`src/rtl/dft_dump_responder.sv`:
```
// DFT dump responder: unloads a core scan chain DUMP_NBR times per request, packing bits into OUT_W-bit strobed words.
// Optional DFT_DUMP_RECIRC_EN: feeds the unloaded bits back into the chain head (non-destructive dump).
module dft_dump_responder #(
    parameter int          CHAIN_LEN = 32,
    parameter int          OUT_W     = 32,
    parameter logic [26:0] DUMP_NBR  = 27'd1
) (
    input  logic             clk,
    input  logic             reset,
    input  logic             dft_val_op,
    output logic             dft_op_ack,
    output logic             dft_op_commit,
    input  logic             dft_commit_ack,
    output logic [OUT_W-1:0] dft_output_data,
    output logic             dft_output_strobe,
    output logic             ex_sen,
    input  logic             scan_si,
    output logic             scan_so
);

    localparam int          CNT_W   = $clog2(CHAIN_LEN) + 1;
    localparam int          WB_W    = (OUT_W > 1) ? $clog2(OUT_W) : 1;
    localparam logic [26:0] NBR_EFF = (DUMP_NBR == 27'd0) ? 27'd1 : DUMP_NBR;

    typedef enum logic [2:0] {
        S_IDLE,
        S_ACK,
        S_SHIFT,
        S_CAPTURE,
        S_COMMIT
    } state_t;

    state_t             state_q;
    logic [CNT_W-1:0]   bit_cnt_q;
    logic [WB_W-1:0]    wbit_q;
    logic [26:0]        dump_cnt_q;
    logic [OUT_W-1:0]   word_q;
    logic [OUT_W-1:0]   data_q;
    logic               strobe_q;
    logic               ack_q;
    logic               commit_q;

    logic [OUT_W-1:0]   word_d;
    logic [26:0]        dump_cnt_d;
    logic               last_bit;
    logic               word_done;

    // Word under assembly with the current serial bit merged in, so a completed
    // word can be published in the same edge that samples its last bit.
    always_comb begin
        word_d         = word_q;
        word_d[wbit_q] = scan_si;
    end

    assign last_bit   = (bit_cnt_q == CNT_W'(CHAIN_LEN - 1));
    assign word_done  = (wbit_q == WB_W'(OUT_W - 1));
    assign dump_cnt_d = dump_cnt_q + 27'd1;

    always_ff @(posedge clk or negedge reset) begin
        if (!reset) begin
            state_q    <= S_IDLE;
            bit_cnt_q  <= '0;
            wbit_q     <= '0;
            dump_cnt_q <= '0;
            word_q     <= '0;
            data_q     <= '0;
            strobe_q   <= 1'b0;
            ack_q      <= 1'b0;
            commit_q   <= 1'b0;
        end else begin
            strobe_q <= 1'b0;
            ack_q    <= 1'b0;
            case (state_q)
                S_IDLE: begin
                    if (dft_val_op) begin
                        state_q <= S_ACK;
                        ack_q   <= 1'b1;
                    end
                end
                S_ACK: begin
                    bit_cnt_q  <= '0;
                    wbit_q     <= '0;
                    dump_cnt_q <= '0;
                    state_q    <= S_SHIFT;
                end
                S_SHIFT: begin
                    word_q    <= word_d;
                    bit_cnt_q <= bit_cnt_q + CNT_W'(1);
                    wbit_q    <= word_done ? '0 : wbit_q + WB_W'(1);
                    if (word_done) begin
                        data_q   <= word_d;
                        strobe_q <= 1'b1;
                    end
                    if (last_bit) begin
                        dump_cnt_q <= dump_cnt_d;
                        bit_cnt_q  <= '0;
                        if (dump_cnt_d < NBR_EFF) begin
                            state_q <= S_CAPTURE;
                        end else begin
                            state_q  <= S_COMMIT;
                            commit_q <= 1'b1;
                        end
                    end
                end
                S_CAPTURE: begin
                    bit_cnt_q <= '0;
                    wbit_q    <= '0;
                    state_q   <= S_SHIFT;
                end
                S_COMMIT: begin
                    if (dft_commit_ack) begin
                        commit_q <= 1'b0;
                        state_q  <= S_IDLE;
                    end
                end
                default: begin
                    commit_q <= 1'b0;
                    state_q  <= S_IDLE;
                end
            endcase
        end
    end

`ifdef DFT_DUMP_RECIRC_EN
    logic so_q;

    // One-cycle retimed return path keeps scan_si -> scan_so off a combinational path.
    always_ff @(posedge clk or negedge reset) begin
        if (!reset) begin
            so_q <= 1'b0;
        end else begin
            so_q <= (state_q == S_SHIFT) ? scan_si : 1'b0;
        end
    end

    assign scan_so = so_q;
`else
    assign scan_so = 1'b0;
`endif

    assign ex_sen            = (state_q == S_SHIFT);
    assign dft_op_ack        = ack_q;
    assign dft_op_commit     = commit_q;
    assign dft_output_data   = data_q;
    assign dft_output_strobe = strobe_q;

endmodule

```
`config.mk`:
```
export PLATFORM = sky130hd
export DESIGN_NAME = dft_dump_responder
export DESIGN_NICKNAME = d
export VERILOG_FILES = /design/src/rtl/dft_dump_responder.sv
export SDC_FILE = /design/constraint.sdc
export NUM_CORES = 1
export LEC_CHECK = 0
export CORE_MARGIN = 2
export CORE_UTILIZATION = 50
export CTS_CLUSTER_DIAMETER = 80
export DETAILED_ROUTE_END_ITERATION = 10
export PLACE_DENSITY = 0.78
export SLEW_MARGIN = 20
export SYNTH_ARGS = -nofsm -noshare
export SYNTH_HDL_FRONTEND = slang
export SYNTH_SLANG_ARGS = --single-unit
```
`constraint.sdc`:
```
create_clock -name clk -period 3 [get_ports clk]
set_input_delay 0.6 -clock clk [delete_from_list [all_inputs] [get_ports clk]]
set_output_delay 0.6 -clock clk [all_outputs]
set_load 0.01 [all_outputs]
```
Word level (Yosys, flattened, before mapping)
Cells that the tools add are included.
- bits in read-only memories: 0
- latch bits: 0
- register bits after elaboration: 108
- memory bits (writable): 0
- memories: 0
- input bits: 5
- word-level logic and storage cells: 58
- order comparisons: 3
- shifts and indexed selects: 0
- mux-type cells: 22
- reduce and logical (&&, ||, !) cells: 10
- div/mod/pow operators: 0
- eq/ne operators: 10
- multiply operators: 0
- bitwise operators: 1
- $add $sub $neg: 3
- operators with widths (kind ; number):
    case mux 27 bit (2 select lines) ; 1
    bitwise mux 32 bit ; 1
    adder 27 x 1 -> 27 bit, second input constant ; 1
    < comparator 27 x 1 -> 1 bit, second input constant ; 1
    two-way mux 27 bit ; 1
    two-way mux 3 bit ; 4
    case mux 3 bit (4 select lines) ; 1
    case mux 6 bit (2 select lines) ; 1
    case mux 5 bit (2 select lines) ; 1
    two-way mux 1 bit ; 8
    adder 6 x 1 -> 6 bit, second input constant ; 1
    == test 3 x 2 -> 1 bit, second input constant ; 2
    == test 6 x 5 -> 1 bit, second input constant ; 1
    < comparator 5 x 6 -> 1 bit, second input constant ; 1
    two-way mux 6 bit ; 1
    inequality test 2 bit, second input constant ; 3
    adder 5 x 1 -> 5 bit, second input constant ; 1
    demux 1 bit (select 5 bit) ; 1
    == test 5 bit, second input constant ; 1
    >= comparator 5 x 1 -> 1 bit, second input constant ; 1
    two-way mux 5 bit ; 1
    AND reduction 2 bit ; 2
    AND reduction 4 bit ; 1
    nonzero test 2 bit ; 2
    10 further kinds ; 10

Longest topological paths before layout
- depth in word-level cells: 5
- mapped depth: 10
- depth with buffers taken out: 8

Worst setup path after synthesis
No wires, ideal clock.
- path kind: flip-flop to flip-flop
- start point: reg dump_cnt_q[0]
- end point: reg state_q[2]
- cell stages (with the launch flop): 11
- setup slack: 0.679 ns
- data required time: 2.880 ns
- arrival: 2.202 ns
- path buffers: 2
- cells stage by stage: dfrtp_1 > ha_1 > and3_1 > buf_6 > and4_4 > buf_6 > or2_1 > o211a_1 > a31oi_1 > nand4_2 > a31o_1
- cells in the longest elaborated chain, start to end: 5
- ends and longest elaborated chain (element ; RTL line ; RTL):
    start, declared ; 36 ; logic [26:0] dump_cnt_q;
    start signal, assigned ; 95 ; dump_cnt_q <= dump_cnt_d;
    adder 27 x 1 -> 27 bit ; 57 ; assign dump_cnt_d = dump_cnt_q + 27'd1;
    < comparator 27 x 1 -> 1 bit ; 97 ; if (dump_cnt_d < NBR_EFF) begin
    two-way mux 3 bit ; 97 ;
    two-way mux 3 bit ; 94 ; if (last_bit) begin
    case mux 3 bit (4 select lines) ; 73 ; case (state_q)
    end signal, assigned ; 76 ; state_q <= S_ACK;
    end signal, assigned ; 98 ; state_q <= S_CAPTURE;
    end signal, assigned ; 100 ; state_q <= S_COMMIT;
    end, declared ; 33 ; state_t state_q;
Every way passes these cells. The select of a mux whose other input is x is not followed.
A chain may end at the register's enable or synchronous reset.

Worst setup path in the final report
- start point: reg dump_cnt_q[1]
- end point: reg state_q[2]
The elaborated chain is that of the path after synthesis.

==> summary.txt <==
Port Buffers -> 40
synth cell count leaders -> 108 x dfrtp_1, 84 x nand2_1, 72 x nor2_1
FF-to-FF path depth -> 8
Buf/Inv on CP -> 0
worst hold path type -> input pin to asynchronous set/reset pin
Critical Path Source Type -> flip-flop
core outline area -> 11900 sq um
top cell type's share of synthesized area -> 0.450
Power Total -> 3.69 mW
share of flip-flops with an asynchronous set or reset -> 1.00
cts hold-fix bufs -> 0
Comb pwr share -> 0.216
status -> finished, final reports clean
CTS tree -> yes
Crit Path Max Fanout -> 8
Die H -> 114 microns
NumNets Final -> 676
P_int -> 2.51 mW
initial antenna violation count -> 0
post-cts sizing count -> 0
RSZ-0062 raised after global routing -> no
Vias -> 4943
RD Place Congestion -> 0.895
clock sink count -> 108
antenna viol nets, final -> 0
Ports -> 42
fmax -> 378 MHz
area leader, netlist -> dfrtp_1
mapped cell area -> 6010 sq um
first-pass GRT wire length -> 22.5 mm
Setup TNS -> 0 ns
vias in the first global route -> 4862
Site Rows -> 40
Avg WL per Cell -> 16.5 microns
layout overhead on the synthesized area -> 11.4%
WP data arrival -> 2.89 ns
Rel. slew slack -> 0.414
xor/xnor share of the synthesized area -> 0.00437
largest net degree at the start of global routing -> 50
min Tclk post-route -> 2.65 ns
routed wire length -> 13.5 mm
CTS Root Cell -> clkbuf_16
# Max-Cap Violations -> 0
ys flop type -> dfrtp_1
Crit. End Element -> flip-flop
P_leak -> 2.80 nW
actual slew at the worst max-slew pin -> 0.877 ns
mux cell area share after synthesis -> 0.106
Final Hold Vio Count -> 0
crit-path leading delay family -> simple AND/OR/NAND/NOR gates
Clock Latency Late Sink -> 0.36 ns
Synth Warn # -> 0
DR pass1 iterations -> 5
Layout Cells excl Fill -> 815
DRC -> 0
Clock Path Buffers -> 2
sequential area share after synthesis -> 0.450
most frequent cell after synthesis -> dfrtp_1
Ant. Diodes -> 0
Finish-stage setup viols -> 0
period utilisation layout -> 0.882
sequential share of power -> 0.456
VDD IR max -> 363 uV
DRT iter0 DRCs -> 351
Design Area, Final -> 6690 sq um
Crit-path slowest cell -> dfrtp_1
gr ovfl total -> 0
syn_nets -> 671
RR Startpoint -> dump_cnt_q[1]
largest family of logic cells by synthesized area -> simple AND/OR/NAND/NOR gates
Switching Share -> 0.321
Synth Instances -> 659
Unique masters post-synth -> 66
Clk pwr share -> 0.328
post-synthesis compound-gate area fraction -> 0.144
Post-synth EDFFs -> 0
post-synthesis simple-gate area fraction -> 0.224
Post-DP Area -> 6400 sq um
synthesized area per cell -> 9.12 sq um
FF+latch count, synth -> 108
Cell Chain, Critical Path -> ha_1 > nand3_2 > nor4_4 > nand3_2 > o21a_2 > nor4_4 > nand4_2 > a31o_1
total track usage -> 0.216
CTS Buf Count -> 9
clock skew -> 0.00988 ns
RR Endpoint -> state_q[2]
slowest cell delay on critical path -> 0.49 ns
Post-CTS Setup Repair Bufs -> 0
routed vias/inst -> 6.07
DP Wirelength -> 9.19 mm
NetSw -> 1.18 mW
instance count on the critical path -> 8
die area -> 12900 sq um
Post-Synth Adder-Cell Area -> 0.0146
# fillers -> 1013
die width -> 114 microns
H-tree depth -> 3
clock-pin slew on the worst setup and hold paths -> 0.08 ns
DP Cell Count -> 800
reg2reg setup slack -> 0.35 ns
Final Max Slew Viols -> 0
Synth area leaders -> dfrtp_1 45%, mux2i_1 5.3%, nand2_1 5.2%, mux2_2 5.1%, o21ai_0 4.7%
share of layout cells above drive strength 1 -> 0.109
Initial Util -> 0.507
WHS -> 0.264 ns
Worst EP required -> 3.24 ns
Power Density -> 552 nW/um^2
Worst Path Class, Setup -> flip-flop to flip-flop
cells by family after synthesis:
group | count (synthesis)
xor gates and xnor gates | 3
DFF | 108
other | 1
adders and majority gates | 7
and+or+nand+nor | 270
AOI/OAI and AO/OA | 144
muxes | 60
buffers and inverters | 66
stage by stage:
step / setup slack (ns) / util
floorplan: 0.679 / -
global placement: 0.575 / 0.539
detailed placement: 0.442 / 0.539
CTS: 0.403 / 0.564
global route: 0.159 / 0.564
finish: 0.354 / 0.564
layout by cell type (no fill, tap or decap), drive strengths merged, types with 2 or more instances in the layout:
master	n
inv	10
mux2i	32
o21ai	58
buf	15
clkdlybuf4s50	38
nand4	17
and4	6
o21a	3
a21oi	38
clkbuf	9
nor4	8
a31oi	9
or2	3
or3	3
nor2	72
nor2b	4
o211ai	3
nor3	10
o41ai	5
dfrtp	108
mux2	28
nor3b	2
nand2	84
and2	2
xnor2	2
o31ai	13
and3	10
ha	7
nand3	41
nand2b	3
nor4b	2
o22ai	2
cell type report:
type	count	area, sq um	area share
clock buffers	9	225	0.0337
clock inverters	6	71.3	0.0107
well taps	147	184	0.0275
inverters	7	26.3	0.00393
multi-input cells	485	2970	0.443
flip-flops and latches	108	2700	0.404
repair buffers	53	515	0.0770
power groups by stage:
stage	Combinational (mW)	Clock (mW)	Sequential, mW
2_1_floorplan	0.566	0	1.67
3_5_place_dp	0.792	0	1.71
4_1_cts	0.799	1.24	1.68
3_3_place_gp	0.765	0	1.70
6_report	0.799	1.21	1.68
5_1_grt	0.881	1.29	1.70
routing by layer:
metal / up-vias / track usage / share of wire
li1: 2347 / - / -
met1: 2386 / 0.257 / 0.43
met2: 167 / 0.357 / 0.49
met3: 43 / 0.0590 / 0.050
met4: 0 / 0.120 / 0.037
met5: - / 0 / 0
worst reg2reg max path: stages, from the launching register on:
cell and delay, ns:
dfrtp_1 0.49, ha_1 0.36, nand3_2 0.24, nor4_4 0.38, nand3_2 0.16, o21a_2 0.24
nor4_4 0.24, nand4_2 0.18, a31o_1 0.25
registers in the layout, summed over array words and instances (netlist names):
register           cells
bit_cnt_q              6
dft_op_ack             1
dft_op_commit          1
dft_output_data       32
dft_output_strobe      1
dump_cnt_q            27
state_q                3
wbit_q                 5
word_q                32
worst max-delay path by stage:
stage	startpoint	endpoint
6_report	dump_cnt_q[1]	state_q[2]
5_1_grt	dump_cnt_q[1]	state_q[2]
4_1_cts	dump_cnt_q[1]	state_q[2]
3_5_place_dp	dump_cnt_q[2]	state_q[2]
3_3_place_gp	dump_cnt_q[1]	state_q[2]
2_1_floorplan	dump_cnt_q[0]	state_q[2]
No activity file was read; power rests on OpenSTA's default activity.
